[config.mk]
export PLATFORM = sky130hd
export DESIGN_NAME = fir_mac_sequencer
export DESIGN_NICKNAME = d
export VERILOG_FILES = /design/src/rtl/eq_pkg.sv /design/src/rtl/pipe_delay.sv /design/src/rtl/fir_mac_sequencer.sv
export SDC_FILE = /design/constraint.sdc
export NUM_CORES = 1
export LEC_CHECK = 0
export CAP_MARGIN = 40
export CORE_MARGIN = 2
export CORE_UTILIZATION = 30
export DETAILED_ROUTE_END_ITERATION = 8
export GPL_ROUTABILITY_DRIVEN = 0
export PLACE_DENSITY = 0.56
export SLEW_MARGIN = 0
export SYNTH_ARGS = -nofsm -noshare
export SYNTH_HDL_FRONTEND = slang
export SYNTH_HIERARCHICAL = 1
export SYNTH_SLANG_ARGS = --single-unit
[constraint.sdc]
create_clock -name clk -period 1.8 [get_ports clk]
set_clock_uncertainty 0.1 [all_clocks]
set_input_delay 0.27 -clock clk [delete_from_list [all_inputs] [get_ports clk]]
set_output_delay 0.27 -clock clk [all_outputs]
set_load 0.02 [all_outputs]
[src/rtl/eq_pkg.sv]
// Shared definitions for the band-filter MAC sequencers: FSM state encoding
// and the default tap count / pipeline latency used by every band.
package eq_pkg;

  localparam int DEF_NUM_TAPS = 1021;
  localparam int DEF_PIPE_LAT = 2;
  localparam int DEF_ADDR_W   = 10;

  typedef enum logic [1:0] {
    IDLE  = 2'd0,
    RUN   = 2'd1,
    DRAIN = 2'd2
  } seq_state_t;

  // Increment that sticks once the ceiling is reached.
  function automatic logic [31:0] sat_inc(input logic [31:0] val, input logic [31:0] ceil);
    return (val >= ceil) ? val : val + 32'd1;
  endfunction

endpackage

[src/rtl/pipe_delay.sv]
// Fixed-latency shift register used to align control strobes with the
// multiply-accumulate datapath. DEPTH must be at least 1.
module pipe_delay #(
  parameter int WIDTH = 1,
  parameter int DEPTH = 2
) (
  input  logic             clk,
  input  logic             rst,
  input  logic [WIDTH-1:0] din,
  output logic [WIDTH-1:0] dout
);

  logic [WIDTH-1:0] stage_r [DEPTH];

  // Shift stages; the final stage is the registered output.
  always_ff @(posedge clk or posedge rst) begin
    if (rst) begin
      for (int i = 0; i < DEPTH; i++) begin
        stage_r[i] <= {WIDTH{1'b0}};
      end
    end else begin
      stage_r[0] <= din;
      for (int i = 1; i < DEPTH; i++) begin
        stage_r[i] <= stage_r[i-1];
      end
    end
  end

  assign dout = stage_r[DEPTH-1];

endmodule

[src/rtl/fir_mac_sequencer.sv]
// Coefficient address and accumulator control sequencer for one FIR band.
// Tracks each sequencing run, aligns MAC controls to the pipeline, flags bad runs.
module fir_mac_sequencer
  import eq_pkg::*;
#(
  parameter int NUM_TAPS = DEF_NUM_TAPS,
  parameter int ADDR_W   = DEF_ADDR_W,
  parameter int PIPE_LAT = DEF_PIPE_LAT
) (
  input  logic              clk,
  input  logic              rst,
  input  logic              sequencing,
  input  logic              err_clr,
  output logic [ADDR_W-1:0] coeff_addr,
  output logic              acc_clr,
  output logic              acc_en,
  output logic              out_vld,
  output logic              busy,
  output logic              ovr_err,
  output logic              short_err
);

  localparam int CNT_W = $clog2(NUM_TAPS + 1);
  localparam int DRN_W = (PIPE_LAT > 1) ? $clog2(PIPE_LAT) : 1;

  seq_state_t        state_r;
  seq_state_t        state_nxt_s;
  logic [DRN_W-1:0]  drain_cnt_r;
  logic [DRN_W-1:0]  drain_cnt_nxt_s;
  logic [ADDR_W-1:0] addr_r;
  logic [ADDR_W-1:0] addr_nxt_s;
  logic [CNT_W-1:0]  taps_r;
  logic [CNT_W-1:0]  taps_nxt_s;
  logic              qual_prev_r;
  logic              ovr_err_r;
  logic              short_err_r;

  logic              qual_s;
  logic              first_tap_s;
  logic              fall_s;
  logic              ovr_evt_s;
  logic              short_evt_s;
  logic [2:0]        ctl_in_s;
  logic [2:0]        ctl_out_s;

  // Run qualification and error event decode.
  always_comb begin
    qual_s      = sequencing && (taps_r < CNT_W'(NUM_TAPS));
    first_tap_s = sequencing && (state_r != RUN);
    fall_s      = qual_prev_r && !qual_s;
    ovr_evt_s   = sequencing && (taps_r == CNT_W'(NUM_TAPS));
    short_evt_s = (state_r == RUN) && !sequencing && (taps_r < CNT_W'(NUM_TAPS));
  end

  // Next-state and drain counter.
  always_comb begin
    state_nxt_s     = state_r;
    drain_cnt_nxt_s = drain_cnt_r;
    case (state_r)
      IDLE: begin
        drain_cnt_nxt_s = {DRN_W{1'b0}};
        if (sequencing) begin
          state_nxt_s = RUN;
        end else begin
          state_nxt_s = IDLE;
        end
      end
      RUN: begin
        drain_cnt_nxt_s = {DRN_W{1'b0}};
        if (sequencing) begin
          state_nxt_s = RUN;
        end else begin
          state_nxt_s = DRAIN;
        end
      end
      DRAIN: begin
        // A new run may start before the previous one has drained.
        if (sequencing) begin
          state_nxt_s     = RUN;
          drain_cnt_nxt_s = {DRN_W{1'b0}};
        end else if (drain_cnt_r == DRN_W'(PIPE_LAT - 1)) begin
          state_nxt_s     = IDLE;
          drain_cnt_nxt_s = {DRN_W{1'b0}};
        end else begin
          state_nxt_s     = DRAIN;
          drain_cnt_nxt_s = drain_cnt_r + {{(DRN_W-1){1'b0}}, 1'b1};
        end
      end
      default: begin
        state_nxt_s     = IDLE;
        drain_cnt_nxt_s = {DRN_W{1'b0}};
      end
    endcase
  end

  // Address and tap counter: advance while sequencing, otherwise park at zero.
  always_comb begin
    addr_nxt_s = addr_r;
    taps_nxt_s = taps_r;
    if (sequencing) begin
      addr_nxt_s = ADDR_W'(sat_inc(32'(addr_r), 32'(NUM_TAPS - 1)));
      taps_nxt_s = CNT_W'(sat_inc(32'(taps_r), 32'(NUM_TAPS)));
    end else begin
      addr_nxt_s = {ADDR_W{1'b0}};
      taps_nxt_s = {CNT_W{1'b0}};
    end
  end

  // Sequencer state registers.
  always_ff @(posedge clk or posedge rst) begin
    if (rst) begin
      state_r     <= IDLE;
      drain_cnt_r <= {DRN_W{1'b0}};
      addr_r      <= {ADDR_W{1'b0}};
      taps_r      <= {CNT_W{1'b0}};
      qual_prev_r <= 1'b0;
    end else begin
      state_r     <= state_nxt_s;
      drain_cnt_r <= drain_cnt_nxt_s;
      addr_r      <= addr_nxt_s;
      taps_r      <= taps_nxt_s;
      qual_prev_r <= qual_s;
    end
  end

  // Sticky error flags; a fresh event beats a simultaneous clear.
  always_ff @(posedge clk or posedge rst) begin
    if (rst) begin
      ovr_err_r   <= 1'b0;
      short_err_r <= 1'b0;
    end else begin
      ovr_err_r   <= ovr_evt_s   | (ovr_err_r   & ~err_clr);
      short_err_r <= short_evt_s | (short_err_r & ~err_clr);
    end
  end

  assign ctl_in_s = {first_tap_s, qual_s, fall_s};

  pipe_delay #(
    .WIDTH (3),
    .DEPTH (PIPE_LAT)
  ) u_ctl_delay (
    .clk  (clk),
    .rst  (rst),
    .din  (ctl_in_s),
    .dout (ctl_out_s)
  );

  assign acc_clr    = ctl_out_s[2];
  assign acc_en     = ctl_out_s[1];
  assign out_vld    = ctl_out_s[0];
  assign coeff_addr = addr_r;
  assign busy       = (state_r != IDLE);
  assign ovr_err    = ovr_err_r;
  assign short_err  = short_err_r;

endmodule

# ---- Yosys cells after proc, flatten, opt, wreduce, memory -nomap -nowiden
# Cells that the tools add are included.
dict set report classes {
  add_sub_neg 3
  order_cmp 3
  n_eq_ne 6
  n_mux 12
  bitwise_logic 5
  n_reduce_logical 10
}
# op count
set ops {}
lappend ops {{$mux 10} 4}
lappend ops {{$add 10x1->10 const B} 2}
lappend ops {{$ge 10x10->1 const B} 2}
lappend ops {{$eq 10x10->1 const B} 1}
lappend ops {{$lt 10x10->1 const B} 1}
lappend ops {{$logic_and 1x1->1} 6}
lappend ops {{$mux 2} 3}
lappend ops {{$pmux 2 s3} 1}
lappend ops {{$mux 1} 4}
lappend ops {{$ne 2x2->1 const B} 2}
lappend ops {{$and 1x1->1} 2}
lappend ops {{$eq 2x1->1 const B} 1}
lappend ops {{$eq 2x2->1 const B} 1}
lappend ops {{$logic_not 1->1} 2}
lappend ops {{$logic_not 2->1} 1}
lappend ops {{$ne 2x1->1 const B} 1}
lappend ops {{$or 1x1->1} 2}
lappend ops {{$reduce_bool 2->1} 1}
lappend ops {{$add 1x1->1 const B} 1}
lappend ops {{$not 1->1} 1}
dict set report word_totals {
  register_bits 32
  input_bits 4
  output_inout_bits 16
  elab_cells 48
}

# ---- Longest topological paths before layout
# Gate-level depths: netlist (run 1).
dict set report depth {
  word_depth 4
  ltp_mapped 6
  ltp_nobuf 6
}

# ---- Cells and area by module
# The synthesis (run 1) kept the hierarchy.
# module instances cells_per_inst area_each_um2 seq_area_each_um2
set by_module_without_submodules {}
lappend by_module_without_submodules {fir_mac_sequencer 1 141 1322.5 650.6}
lappend by_module_without_submodules {pipe_delay 1 10 176.4 150.1}

# ---- Worst setup path before layout (run 1)
# No wires, ideal clock.
dict set report synth_path {
  path_kind {register to register}
  startpoint {register taps_r[0]}
  endpoint {register taps_r[8]}
  setup_ns 0.120
  arrival_time_ns 1.443
  t_required_ns 1.580
  path_slack_ns 0.137
  stages_incl_launch_ff 6
  n_path_buf 0
  period_less_slack_ns 1.663
  path_cell_list {dfrtp_1 > ha_1 > inv_1 > a21oi_1 > or4b_1 > o211a_1}
}
dict set report synth_via {
  elab_chain_cells 3
  elab_cells_between_ends 5
  cone_classes {add/sub: 1; order compare: 1; eq/ne: 1; mux: 2}
}
# element line_no
set synth_rtl {}
lappend synth_rtl {{from (decl)} fir_mac_sequencer.sv:32} ;# logic [CNT_W-1:0] taps_r;
lappend synth_rtl {{from (signal assigned)} fir_mac_sequencer.sv:115} ;# taps_r <= {CNT_W{1'b0}};
lappend synth_rtl {{from (signal assigned)} fir_mac_sequencer.sv:121} ;# taps_r <= taps_nxt_s;
lappend synth_rtl {{$add 10x1->10} eq_pkg.sv:17} ;# return (val >= ceil) ? val : val + 32'd1;
lappend synth_rtl {{$mux 10} eq_pkg.sv:17}
lappend synth_rtl {{$mux 10} fir_mac_sequencer.sv:100} ;# if (sequencing) begin
# Parallel ways exist; a longest one is shown, timed or not. The select of a mux whose other input is x is not followed.
# A chain may end at the register's enable or synchronous reset.

# ---- Final worst setup path (run 1)
# Ends and elaborated chain as after synthesis.

==> flow_summary.toml, run 1 <==
[power_and_ir_drop]
internal-power_mw = 1.22
combPwrFrac = 0.087
clkPwrFrac = 0.431
p_seq_frac = 0.482
sw_frac_of_total = 0.235
netSwitchingPower_uw = 374
p_leak_nw = 0.852
peakVddDrop_v = 0.000277
powerDensity_nw_per_um2 = 837

[cells_and_area]
mostFrequentLayoutCell = "dfrtp_1"
diodes = 0
multiInputGateArea_um2 = 629
final_cell_mix = "32 x dfrtp_1, 16 x clkdlybuf4s50_1, 15 x nand2_1"
nNetsFinal = 184
drive_gt1_frac = 0.102
seqCellArea_um2 = 801
area_delta_synth_final_pct = 26.7
nFillCells = 470

[critical_path]
ff2ff_path_depth = 5
worstPathRequired_ns = 1.88
crit_path_start_kind = "flop"
ff2ff_setup_slack_ns = 0.06
rr_startpoint = "taps_r[0]$_DFFE_PP0P_"
r2r-end = "taps_r[8]$_DFFE_PP0P_"
crit_slowest_cell = "or4b_1"
cp-startpoint = "taps_r[0]$_DFFE_PP0P_"
cpPeakStageDelay_ns = 0.52
endpoint = "taps_r[8]$_DFFE_PP0P_"
end_kind = "flop"
path_max_fanout = 7
path_cells = "ha_1, inv_1, a21oi_1, or4b_1, o211a_1"
arrival_ns = 1.81
path_class = "reg -> reg"

[sta]
setup_slack_ns = 0.0623
setup_violations = 0
fmax_ghz = 0.575
slew_violations = 0
tightest_slew_ns = 0.407
hold-worst-slack_ns = 0.114
hold_viol = 0
tns_ns = 0
period_needed_ns = 1.74
period_share = 0.965
rsz0062_at_grt = "no"
max_slew_margin = 0.727

[drt]
drc = 0
wl_per_cell_um = 12.1
drt-initial-drc-count = 96
vias = 1157
viasPerCell = 4.76
drtAntennaViolNets = 0
firstDrtPassIters = 4
wl_mm = 2.95

[logic_synthesis]
postSynthAreaPerCell_um2 = 9.93
synth_edf_count = 0
synth_area_um2 = 1500
yosysSeqAreaShare = 0.534
synthCells = 151
syn-num-nets = 160
synth_top_area_cell = "dfrtp_1"
ys_types = 34
synth.area.top_cells = "dfrtp_1 53%, o21ai_0 4.7%, a31oi_1 4.2%"
synth_top_area_frac = 0.534
async_flop_share = 1.00
ys_seq_elements = 32
synth_flop_cell = "dfrtp_1"
ys_warn_count = 6

[clock_tree]
cts_inserted_buffers = 5
cts_tree = "yes"
clock_path_buffers = 2
cts_root_buf = "clkbuf_8"
cts_setup_buffers = 0
ctsHoldBuffers = 0
clk-insertion-delay-late_ns = 0.28
cts.sinks = 32
clkTransAtPathRegs_ns = 0.07
htree_levels = 2
cts_resized = 1

[grt]
grt_pass1_vias = 1094
antenna_found_initial = 0
grt_pass1_wl_mm = 4.92
overflow = 0
grtUsageTotal = 0.118
grt_max_degree = 30

[floorplan]
die_w_um = 74.7
fp.dieArea_um2 = 5580
die_y_um = 74.7
io_pins = 20
coreArea_um2 = 4790
start_util = 0.313
row_count = 25

[run_status]
outcome = "finished, final reports clean"

[placement]
place_hpwl_mm = 2.08
preCtsSetupSlack_ns = 0.0798
port_buffers = 19

[worst_hold_path]
min_path_type = "in -> async"

[job]
maxCapViolCount = 0
-- final cells by class --
type	count	share of cell area
clock buffers	5	0.0362
clock inverters	3	0.0224
inverters	10	0.0198
multi-input cells	103	0.331
flip-flops and latches	32	0.422
well taps	67	0.0441
repair buffers	23	0.125
-- metrics by stage --
stage                     utilization  instances  total power [mW]  instance area, um2
after floorplan                     -        151             0.861                1500
after global placement          0.372        235             0.914                1780
after detailed placement        0.372        235             0.921                1780
after CTS                       0.395        243              1.61                1890
after global routing            0.397        243              1.66                1900
final                           0.397        243              1.59                1900
-- power groups by stage --
stage / Clock [mW] / Combinational, mW / Sequential (mW)
6_report: 0.685 / 0.138 / 0.766
5_1_grt: 0.737 / 0.155 / 0.770
4_1_cts: 0.700 / 0.141 / 0.766
3_5_place_dp: 0 / 0.142 / 0.780
3_3_place_gp: 0 / 0.137 / 0.777
2_1_floorplan: 0 / 0.0755 / 0.786
-- flip-flops by register name, summed over array words and instances (netlist names), 2 cells and up --
| name | count |
|---|---|
| state_r | 2 |
| u_ctl_delay/dout | 3 |
| u_ctl_delay/stage_r | 3 |
| coeff_addr | 10 |
| taps_r | 10 |
-- cells in the mapped netlist, types with 2 or more instances --
| cell type | count |
|---|---|
| nor2_1 | 9 |
| and2_1 | 6 |
| a21oi_1 | 3 |
| xnor2_1 | 2 |
| and3_1 | 4 |
| nand2_1 | 15 |
| buf_4 | 3 |
| nor3_1 | 3 |
| nand3_1 | 6 |
| nand4_1 | 2 |
| o21a_1 | 2 |
| a31oi_1 | 10 |
| and4_1 | 3 |
| ha_1 | 5 |
| clkbuf_1 | 3 |
| dfrtp_1 | 32 |
| inv_1 | 10 |
| o21ai_0 | 14 |
| a211oi_1 | 2 |
| a21boi_0 | 2 |
| or2_2 | 2 |
-- layer usage --
metal	GRT usage	vias to the layer above	share of wire
li1	-	577	-
met1	0.139	560	0.45
met2	0.190	14	0.50
met3	0.0442	6	0.034
met4	0.0635	0	0.021
met5	0	-	0
-- how the worst min path moves through the flow --
stage,endpoint,slack (ns),cells past startpoint
6_report,u_ctl_delay/dout[1]$_DFF_PP0_,0.11,2
5_1_grt,u_ctl_delay/dout[1]$_DFF_PP0_,0.16,2
4_1_cts,u_ctl_delay/dout[1]$_DFF_PP0_,0.11,2
3_5_place_dp,u_ctl_delay/dout[0]$_DFF_PP0_,0.24,0
3_3_place_gp,u_ctl_delay/dout[0]$_DFF_PP0_,0.23,0
2_1_floorplan,u_ctl_delay/dout[0]$_DFF_PP0_,-0.04,1
-- logic make-up (layout without fill, tap and decap cells) --
logic type               Yosys count  after routing  synth area share
flip-flops                        32             32             0.534
AND/OR/NAND/NOR                   57             57             0.203
XOR/XNOR                           3              3            0.0175
buffers and inverters             16             41            0.0476
adder cells (fa/ha/maj)            5              5            0.0417
AO/OA/AOI/OAI                     38             38             0.156
-- worst max-delay path: cells and delay by family (launching register included) --
kind,cells,cell delay [ns]
simple gates,1,0.52
flops,1,0.45
fa+ha+maj,1,0.24
compound gates,2,0.22
buf+inv,1,0.10
Note: power is estimated with default switching activity, not from simulation.
==> run 2: changes to the inputs <==
Settings changed: ABC_AREA from default to 1.
==> flow_summary.toml, run 2 <==
[floorplan]
die_y_um = 78.2
row_count = 27
io_pins = 20
die_w_um = 78.2
fp.dieArea_um2 = 6120
coreArea_um2 = 5410
start_util = 0.306

[logic_synthesis]
yosysSeqAreaShare = 0.484
ys_warn_count = 6
async_flop_share = 1.00
synth_top_area_frac = 0.484
ys_types = 28
synth_area_um2 = 1650
synth.top_cells.by_count = "43 x nand2_1, 32 x dfrtp_1, 28 x inv_1"
synth.area.top_cells = "dfrtp_1 48%, nand2_1 9.8%, nand3_1 7.9%"
synth_edf_count = 0
ys_seq_elements = 32
synth_flop_cell = "dfrtp_1"
synthCells = 193
synth_top_area_cell = "dfrtp_1"
synth.most_common_cell = "nand2_1"
syn-num-nets = 202
postSynthAreaPerCell_um2 = 8.56

[drt]
wl_per_cell_um = 10.8
drt-initial-drc-count = 79
drc = 0
drtAntennaViolNets = 0
wl_mm = 3.11
viasPerCell = 4.50
firstDrtPassIters = 6
vias = 1295

[sta]
tns_ns = 0
fmax_ghz = 0.583
period_needed_ns = 1.71
max_slew_margin = 0.768
period_share = 0.953
setup_violations = 0
setup_slack_ns = 0.0852
rsz0062_at_grt = "no"
hold_viol = 0
tightest_slew_ns = 0.347
slew_violations = 0

[grt]
grt_pass1_vias = 1228
grt_busiest_layer = "met2"
overflow = 0
grt_max_degree = 27
grt_util_met1 = 0.146
use_met3 = 0.0356
grt_pass1_wl_mm = 5.46
antenna_found_initial = 0
grt_use_met2 = 0.178
grtUsageTotal = 0.114

[critical_path]
path_max_fanout = 5
crit_path_start_kind = "flop"
ff2ff_setup_slack_ns = 0.33
r2r-end = "taps_r[4]$_DFFE_PP0P_"
path_class = "reg -> out"
rr_startpoint = "taps_r[0]$_DFFE_PP0P_"
path_cells = "clkdlybuf4s50_1"
worstPathRequired_ns = 1.43
arrival_ns = 1.34
worst-path-buf-inv = 1
cpPeakStageDelay_ns = 0.64
path_delay_family = "buffers and inverters"
ff2ff_path_depth = 6
crit_slowest_cell = "clkdlybuf4s50_1"
end_kind = "output pin"

[placement]
preCtsSetupSlack_ns = 0.154
place_hpwl_mm = 2.26
place_inst = 281
port_buffers = 19

[clock_tree]
cts_tree = "yes"
cts_setup_buffers = 0
clock_path_buffers = 2
cts_root_buf = "clkbuf_8"
ctsHoldBuffers = 0
clk-insertion-delay-late_ns = 0.28
htree_levels = 2
cts.sinks = 32
cts_inserted_buffers = 5
clkTransAtPathRegs_ns = 0.06

[cells_and_area]
drive_gt1_frac = 0.144
fin_util = 0.369
area_delta_synth_final_pct = 20.7
mostFrequentLayoutCell = "nand2_1"
final_cell_mix = "43 x nand2_1, 32 x dfrtp_1, 28 x inv_1"
nNetsFinal = 225
diodes = 0
fin_cells = 288
nFillCells = 570

[power_and_ir_drop]
p_leak_nw = 1.05
total_power_mw = 1.42
peakVddDrop_v = 0.000405
powerDensity_nw_per_um2 = 709

[run_status]
outcome = "finished, final reports clean"

[worst_hold_path]
min_path_type = "in -> async"

[job]
maxCapViolCount = 0
==> run 2: power by group <==
group	internal (mW)	switching [mW]
clock	0.262	0.247
sequential	0.747	0.0224
combinational	0.0585	0.0792
total	1.07	0.348
==> run 2: area by class of cell <==
type / count / area [um2] / share of cell area
Clock buffer: 6 / 72.6 / 0.0364
Timing Repair Buffer: 22 / 215 / 0.108
Inverter: 29 / 109 / 0.0545
Sequential cell: 32 / 801 / 0.401
Clock inverter: 1 / 5.00 / 0.00251
Tap cell: 72 / 90.1 / 0.0451
Multi-Input combinational cell: 126 / 703 / 0.352
==> run 2: per-layer routing <==
layer / wire, um / share of wire
met3: 125 / 0.040
met1: 1500 / 0.48
met2: 1430 / 0.46
met4: 55 / 0.018
met5: 0 / 0
==> run 2: how the worst max path moves through the flow <==
stage                              startpoint                          endpoint  slack (ns)  cells past startpoint
floorplan           coeff_addr[0]$_DFFE_PP0P_         coeff_addr[4]$_DFFE_PP0P_        0.38                      6
global placement                   sequencing  u_ctl_delay/stage_r[3]$_DFF_PP0_        0.19                      5
detailed placement                 sequencing  u_ctl_delay/stage_r[3]$_DFF_PP0_        0.15                      5
CTS                      state_r[0]$_DFF_PP0_                              busy        0.02                      3
global route        coeff_addr[7]$_DFFE_PP0P_                     coeff_addr[7]       0.007                      1
finish              coeff_addr[7]$_DFFE_PP0P_                     coeff_addr[7]        0.09                      1
==> run 2: repair_timing <==
action                     in CTS  in global routing
hold endpoints to repair        0                  0
resized for setup               0                  1
setup endpoints to repair       0                  1
==> run 2: logic make-up after synthesis <==
| logic type | after synthesis | share of synthesized area |
|---|---|---|
| AO/OA/AOI/OAI | 13 | 0.0469 |
| flip-flops | 32 | 0.484 |
| buffers and inverters | 35 | 0.0901 |
| adder cells (fa/ha/maj) | 5 | 0.0379 |
| AND/OR/NAND/NOR | 108 | 0.341 |
==> run 2: through the flow <==
| stage | hold slack [ns] | instance area [um2] |
|---|---|---|
| CTS | 0.137 | 1990 |
| floorplan | -0.0390 | 1650 |
| global route | 0.166 | 2000 |
| detailed placement | 0.235 | 1920 |
| finish | 0.133 | 2000 |
| global placement | 0.232 | 1920 |
==> run 2: worst register-to-register path, delay by kind of cell, from the launching register on <==
family                   cells  cell delay, ns
flip-flops                   1            0.45
buffers and inverters        1            0.08
adder cells (fa/ha/maj)      1            0.29
AND/OR/NAND/NOR              4            0.44
==> run 3: changes to the inputs <==
Settings changed: CAP_MARGIN 40 to default.
==> results of run 3 <==
Same layout as run 2: the final DEF is identical, and so are final timing and power.
